`config.mk`:
```
export PLATFORM = sky130hd
export DESIGN_NAME = fifo_wr_ctrl
export DESIGN_NICKNAME = d
export VERILOG_FILES = /design/src/rtl/fifo_wr_ctrl.sv
export SDC_FILE = /design/constraint.sdc
export NUM_CORES = 1
export LEC_CHECK = 0
export ABC_AREA = 1
export BUFFER_PORTS_ARGS = -buffer_cell sky130_fd_sc_hd__buf_2
export CAP_MARGIN = 15
export CORE_MARGIN = 2
export CORE_UTILIZATION = 38
export DETAILED_ROUTE_END_ITERATION = 7
export PLACE_DENSITY = 0.71
export SLEW_MARGIN = 30
export SYNTH_ARGS = -nofsm -noshare
export SYNTH_HDL_FRONTEND = slang
export SYNTH_SLANG_ARGS = --single-unit
```
`constraint.sdc`:
```
create_clock -name clk -period 3.8 [get_ports clk]
set_clock_uncertainty 0.05 [all_clocks]
set_input_delay 0.57 -clock clk [delete_from_list [all_inputs] [get_ports clk]]
set_output_delay 0.57 -clock clk [all_outputs]
set_load 0.02 [all_outputs]
```
`src/rtl/fifo_wr_ctrl.sv`:
```
// Write-side pointer and flag controller of the asynchronous FIFO (write clock domain).
// Keeps the binary and Gray write pointers and derives full, almost_full, level and overflow.
module fifo_wr_ctrl #(
    parameter int ADDR_WIDTH      = 4,
    parameter int ALMOST_FULL_THR = 12
) (
    input  logic                  clk,
    input  logic                  rst,
    input  logic                  wr_en,
    input  logic [ADDR_WIDTH:0]   rq_rptr_gray,
    input  logic                  ovf_clr,
    output logic                  mem_we,
    output logic [ADDR_WIDTH-1:0] wr_addr,
    output logic [ADDR_WIDTH:0]   wr_ptr_gray,
    output logic                  full,
    output logic                  almost_full,
    output logic [ADDR_WIDTH:0]   wr_level,
    output logic                  overflow
);

    localparam int             PW     = ADDR_WIDTH + 1;
    localparam logic [PW-1:0]  AF_THR = PW'(ALMOST_FULL_THR);

    logic [PW-1:0] wbin_q,  wbin_d;
    logic [PW-1:0] wgray_q, wgray_d;
    logic [PW-1:0] level_q, level_d;
    logic          full_q,  full_d;
    logic          af_q,    af_d;
    logic          ovf_q,   ovf_d;
    logic [PW-1:0] rbin;
    logic [PW-1:0] full_cmp;
    logic          accept;

    // Handshake: a write is taken in the cycle where wr_en=1 and the registered
    // full is 0; wr_en while full is dropped and only recorded as overflow.
    // Nothing is accepted while rst is high, so the RAM never sees a reset-edge write.
    always_comb begin
        accept = wr_en & ~full_q & ~rst;
    end

    // Gray-to-binary: bit i is the XOR of all Gray bits from the MSB down to i.
    always_comb begin
        rbin = '0;
        for (int i = 0; i < PW; i++) begin
            rbin[i] = ^(rq_rptr_gray >> i);
        end
    end

    always_comb begin
        wbin_d   = wbin_q + {{(PW-1){1'b0}}, accept};
        wgray_d  = (wbin_d >> 1) ^ wbin_d;
        full_cmp = {~rq_rptr_gray[PW-1:PW-2], rq_rptr_gray[PW-3:0]};
        full_d   = (wgray_d == full_cmp);
        level_d  = wbin_d - rbin;
        af_d     = (level_d >= AF_THR);
        // A set in the same cycle as a clear takes precedence.
        ovf_d    = (wr_en & full_q) | (ovf_q & ~ovf_clr);
    end

    always_ff @(posedge clk) begin
        if (rst) begin
            wbin_q  <= '0;
            wgray_q <= '0;
            level_q <= '0;
            full_q  <= 1'b0;
            af_q    <= 1'b0;
            ovf_q   <= 1'b0;
        end else begin
            wbin_q  <= wbin_d;
            wgray_q <= wgray_d;
            level_q <= level_d;
            full_q  <= full_d;
            af_q    <= af_d;
            ovf_q   <= ovf_d;
        end
    end

    assign mem_we      = accept;
    assign wr_addr     = wbin_q[ADDR_WIDTH-1:0];
    assign wr_ptr_gray = wgray_q;
    assign full        = full_q;
    assign almost_full = af_q;
    assign wr_level    = level_q;
    assign overflow    = ovf_q;

endmodule

```
==> Word-level counts from Yosys, hierarchy flattened <==
Cells that the tools add are included.
{ "word_totals": {"regBits": 18, "in_bits": 9, "out_inout_bits": 18, "wordCells": 25} }
{ "classes": {"add_sub_neg": 2, "order_cmp": 1, "eq_ne": 1, "bitwise": 10, "reduce_logical": 5} }
{ "op_table": {"columns": ["op", "n"], "rows": [
  ["$reduce_xor 5->1", 5],
  ["$add 5x1->5", 1],
  ["$eq 5x5->1", 1],
  ["$ge 5x4->1 const B", 1],
  ["$sub 5x5->5", 1],
  ["$xor 4x5->5", 1],
  ["$and 1x1->1", 4],
  ["$not 1->1", 3],
  ["$not 2->2", 1],
  ["$or 1x1->1", 1]
]} }

==> Longest topological paths before layout <==
{ "depth": {"word_depth": 6, "mapped_depth": 17, "depth_no_buf": 17} }

==> Worst setup path before layout <==
OpenSTA, ideal clock, no wires.
{ "synth_timing": {"kind": "input to register", "from": "input port rst", "to": "register af_q, in the netlist almost_full", "setup_time_ps": 113, "arrival_ps": 2435, "required_time_ps": 3637, "slack_ps": 1202, "path_stages": 16, "n_path_buf": 0, "cell_sequence": "inv_1 nand2_1 nor2_1 ha_1 ha_1 inv_1 nand3_1 nand2_1 inv_1 ha_1 inv_1 nand2_1 nand2_1 nand3_1 nand3_1 nand2_1"} }
{ "synth_via": {"elab_chain_cells": 5} }
{ "synth_rtl": {"columns": ["element", "line", "rtl"], "rows": [
  ["from (decl)", "8", "input logic rst,"],
  ["$not 1->1", "38", "accept = wr_en & ~full_q & ~rst;"],
  ["$and 1x1->1", "38", null],
  ["via mem_we", "12", "output logic mem_we,"],
  ["$add 5x1->5", "50", "wbin_d = wbin_q + {{(PW-1){1'b0}}, accept};"],
  ["via wbin_d[1]", "24", "logic [PW-1:0] wbin_q, wbin_d;"],
  ["$sub 5x5->5", "54", "level_d = wbin_d - rbin;"],
  ["$ge 5x4->1", "55", "af_d = (level_d >= AF_THR);"],
  ["to (signal assigned)", "66", "af_q <= 1'b0;"],
  ["to (signal assigned)", "73", "af_q <= af_d;"],
  ["to (decl)", "28", "logic af_q, af_d;"]
]} }
The timed path passes the listed nets, and every way through them passes these cells.
A chain may end at the register's enable or synchronous reset.

==> Worst setup path after layout <==
{ "layout_timing": {"from": "input port rst", "to": "register af_q, in the netlist almost_full"} }
{ "layout_via": {"elab_chain_cells": 5} }
{ "layout_rtl": {"columns": ["element", "line"], "rows": [
  ["$not 1->1", "38"],
  ["$and 1x1->1", "38"],
  ["$add 5x1->5", "50"],
  ["via wbin_d[1]", "24"],
  ["$sub 5x5->5", "54"],
  ["$ge 5x4->1", "55"]
]} }
The timed path passes the listed nets, and every way through them passes these cells.

==> flow_metrics.env <==
export IMPL_crit_path_start="rst"
export IMPL_maxSlewViolCount=0
export IMPL_grt_usage=0.142
export IMPL_drt_initial_drc_count=15
export IMPL_timing_reg2reg_setup_slack_ps=1580
export IMPL_r2r_end="almost_full$_SDFF_PP0_"
export IMPL_drc_errors=0
export IMPL_yosysMostFrequentCell="nand2_1"
export IMPL_portBuffers=26
export IMPL_worst_path_max_fanout=14
export IMPL_ant_nets=0
export IMPL_worstPathArrival_ps=2710
export IMPL_cts_tree="yes"
export IMPL_cp_data_required_time_ps=3950
export IMPL_synth_seq_cells=17
export IMPL_yosysUniqueCellTypes=21
export IMPL_clkLatencyLatePin_ps=300
export IMPL_synth_top_cell_by_area="dfxtp_1"
export IMPL_pwr_share_clk=0.235
export IMPL_swShare=0.335
export IMPL_synth_edff_count=0
export IMPL_fp_dieH_um=55.6
export IMPL_cts_resized_gates=0
export IMPL_firstDrtPassIters=4
export IMPL_fp_row_count=18
export IMPL_post_route_period_util=0.673
export IMPL_ff2ff_path_depth=14
export IMPL_clk_pin_slew_ps=90
export IMPL_fillers=248
export IMPL_antenna_found_initial=0
export IMPL_switching_power_uw=140
export IMPL_synth_flop_cell="dfxtp_1"
export IMPL_p_leak_nw=0.681
export IMPL_hold_slack_ps=414
export IMPL_ys_seq_area_frac=0.336
export IMPL_synth_top_cell_area_share=0.336
export IMPL_syn_area_um2=1010
export IMPL_reg2reg_from="full$_SDFF_PP0_"
export IMPL_cts_hold_buffers_added=0
export IMPL_ys_warn_count=0
export IMPL_avgSynthCellArea_um2=7.40
export IMPL_holdPathStages=2
export IMPL_hold_viol_final=0
export IMPL_dp_hpwl_mm=1.63
export IMPL_fin_nets=180
export IMPL_grt_overflow=0
export IMPL_globalplace_congestion=0.763
export IMPL_period_minus_slack_ps=2560
export IMPL_diodes=0
export IMPL_rsz0062_at_grt="false"
export IMPL_maxSlewHeadroom=0.810
export IMPL_synth_commonest_cells="nand2_1 (31), inv_1 (20), dfxtp_1 (17), nor2_1 (15), nand3_1 (9)"
export IMPL_dp_cells=190
export IMPL_setup_violations=0
export IMPL_syn_inst=137
export IMPL_powerDensity_nw_per_um2=351
export IMPL_syn2layout_area_growth_pct=17.3
export IMPL_clockBufferDepth=2
export IMPL_synth_nets=152
export IMPL_clkSinkCount=17
export IMPL_first_global_vias=868
export IMPL_post_cts_buffers=0
export IMPL_synth_area_leaders="dfxtp_1 (34%), nand2_1 (11%), ha_1 (7.4%)"
export IMPL_routed_wl_mm=1.94
export IMPL_grt_pass1_wl_mm=3.48
export IMPL_final_cells=194
export IMPL_cp_end_kind="flop"
export IMPL_sequentialPowerShare=0.470
export IMPL_status="finished, final reports clean"
export IMPL_irDropWorstVdd_v=0.000188
export IMPL_maxCapViolations=0
export IMPL_tightestPinTransition_ps=284
export IMPL_p_int_uw=277
export IMPL_die_w_um=55.6
export IMPL_ios=27
export IMPL_p_total_uw=418
export IMPL_numCtsBuffers=3
export IMPL_drive_above_1_share=0.311
export IMPL_htree_levels=1
export IMPL_criticalPathCategory="in -> reg"
export IMPL_fp_coreArea_um2=2500
export IMPL_hold_class="reg -> reg"
export IMPL_async_reset_ff_frac=0
export IMPL_crit_end="almost_full$_SDFF_PP0_"
export IMPL_critPathLaunchType="input port"
export IMPL_setup_tns_final_ps=0
export IMPL_viasPerCell=4.48
export IMPL_wl_per_cell_um=9.98
export IMPL_via_count=870
export IMPL_root_buffer="clkbuf_4"
export IMPL_p_comb_frac=0.295
export IMPL_fmax_mhz=391
export IMPL_fp_dieArea_um2=3100
export IMPL_initial_core_util=0.405
export IMPL_grt_max_degree=15
[final cells by class]
cell class,instances,area (µm²),area share
inverters,25,93.8,0.0789
flip-flops and latches,17,340,0.286
well taps,30,37.5,0.0316
clock buffers,4,26.3,0.0221
multi-input cells,92,561,0.472
repair buffers,26,130,0.109
[layer usage]
| layer | up-vias | GRT usage | part of all wire | wire length [µm] |
|---|---|---|---|---|
| li1 | 463 | - | - | - |
| met1 | 380 | 0.154 | 0.41 | 798 |
| met2 | 20 | 0.250 | 0.51 | 982 |
| met3 | 7 | 0.0186 | 0.046 | 89 |
| met4 | 0 | 0.101 | 0.034 | 65 |
| met5 | - | 0 | 0 | 0 |
[logic make-up after synthesis]
logic type,after synthesis,share of synthesized area
and+or+nand+nor,71,0.342
buffers and inverters,28,0.111
DFF,17,0.336
xor gates and xnor gates,11,0.117
adders and majority gates,6,0.0741
AOI/OAI and AO/OA,4,0.0198
[sequential cells by signal (all words and copies together), names as in the netlist]
| name | flops |
|---|---|
| almost_full | 1 |
| overflow | 1 |
| wbin_q | 5 |
| wr_ptr_gray | 4 |
| full | 1 |
| wr_level | 5 |
[how the worst min path moves through the flow]
stage,startpoint,to,slack (ps)
floorplan,overflow$_SDFF_PP0_,overflow$_SDFF_PP0_,480
global placement,overflow$_SDFF_PP0_,overflow$_SDFF_PP0_,400
detailed placement,overflow$_SDFF_PP0_,overflow$_SDFF_PP0_,410
CTS,overflow$_SDFF_PP0_,overflow$_SDFF_PP0_,420
global route,overflow$_SDFF_PP0_,overflow$_SDFF_PP0_,440
finish,overflow$_SDFF_PP0_,overflow$_SDFF_PP0_,410
[through the flow]
step	area [µm²]	setup WS, ps	utilization
after floorplan	1010	1200	-
after global placement	1160	1030	0.465
after detailed placement	1160	945	0.465
after CTS	1190	1260	0.475
after global routing	1190	1060	0.475
final	1190	1240	0.475
[cell usage in the layout, fill, tap and decap left out]
| master | n |
|---|---|
| xor2_1 | 7 |
| nand4_1 | 2 |
| xnor2_1 | 1 |
| nand2_4 | 2 |
| nand3_1 | 9 |
| buf_2 | 26 |
| nand2_1 | 31 |
| xor2_2 | 2 |
| ha_1 | 6 |
| inv_1 | 20 |
| nor2_2 | 1 |
| clkbuf_4 | 3 |
| dfxtp_1 | 17 |
| a21oi_1 | 4 |
| nor2_1 | 15 |
| clkbuf_1 | 1 |
| nand3_2 | 1 |
| nand3_4 | 1 |
| nand2_2 | 8 |
| xnor2_2 | 1 |
| inv_2 | 5 |
| nor3_2 | 1 |
[worst max-delay path: stages]
cell and delay [ps]:
buf_2 230, inv_1 140, nand2_1 80, nor2_1 50, ha_1 220, ha_1 400
inv_1 140, nand3_1 110, nand2_1 90, inv_1 50, ha_1 180, inv_1 80
nand2_1 60, nand2_1 70, nand3_1 70, nand3_1 110, nand2_1 60
[power by group through the flow]
stage / sequential, mW / combinational [mW] / clock, mW
detailed placement: 0.201 / 0.124 / 0
finish: 0.196 / 0.123 / 0.0981
floorplan: 0.219 / 0.0727 / 0
global route: 0.198 / 0.139 / 0.107
global placement: 0.200 / 0.121 / 0
CTS: 0.196 / 0.124 / 0.0994
Power figures use the tool's default switching activity.
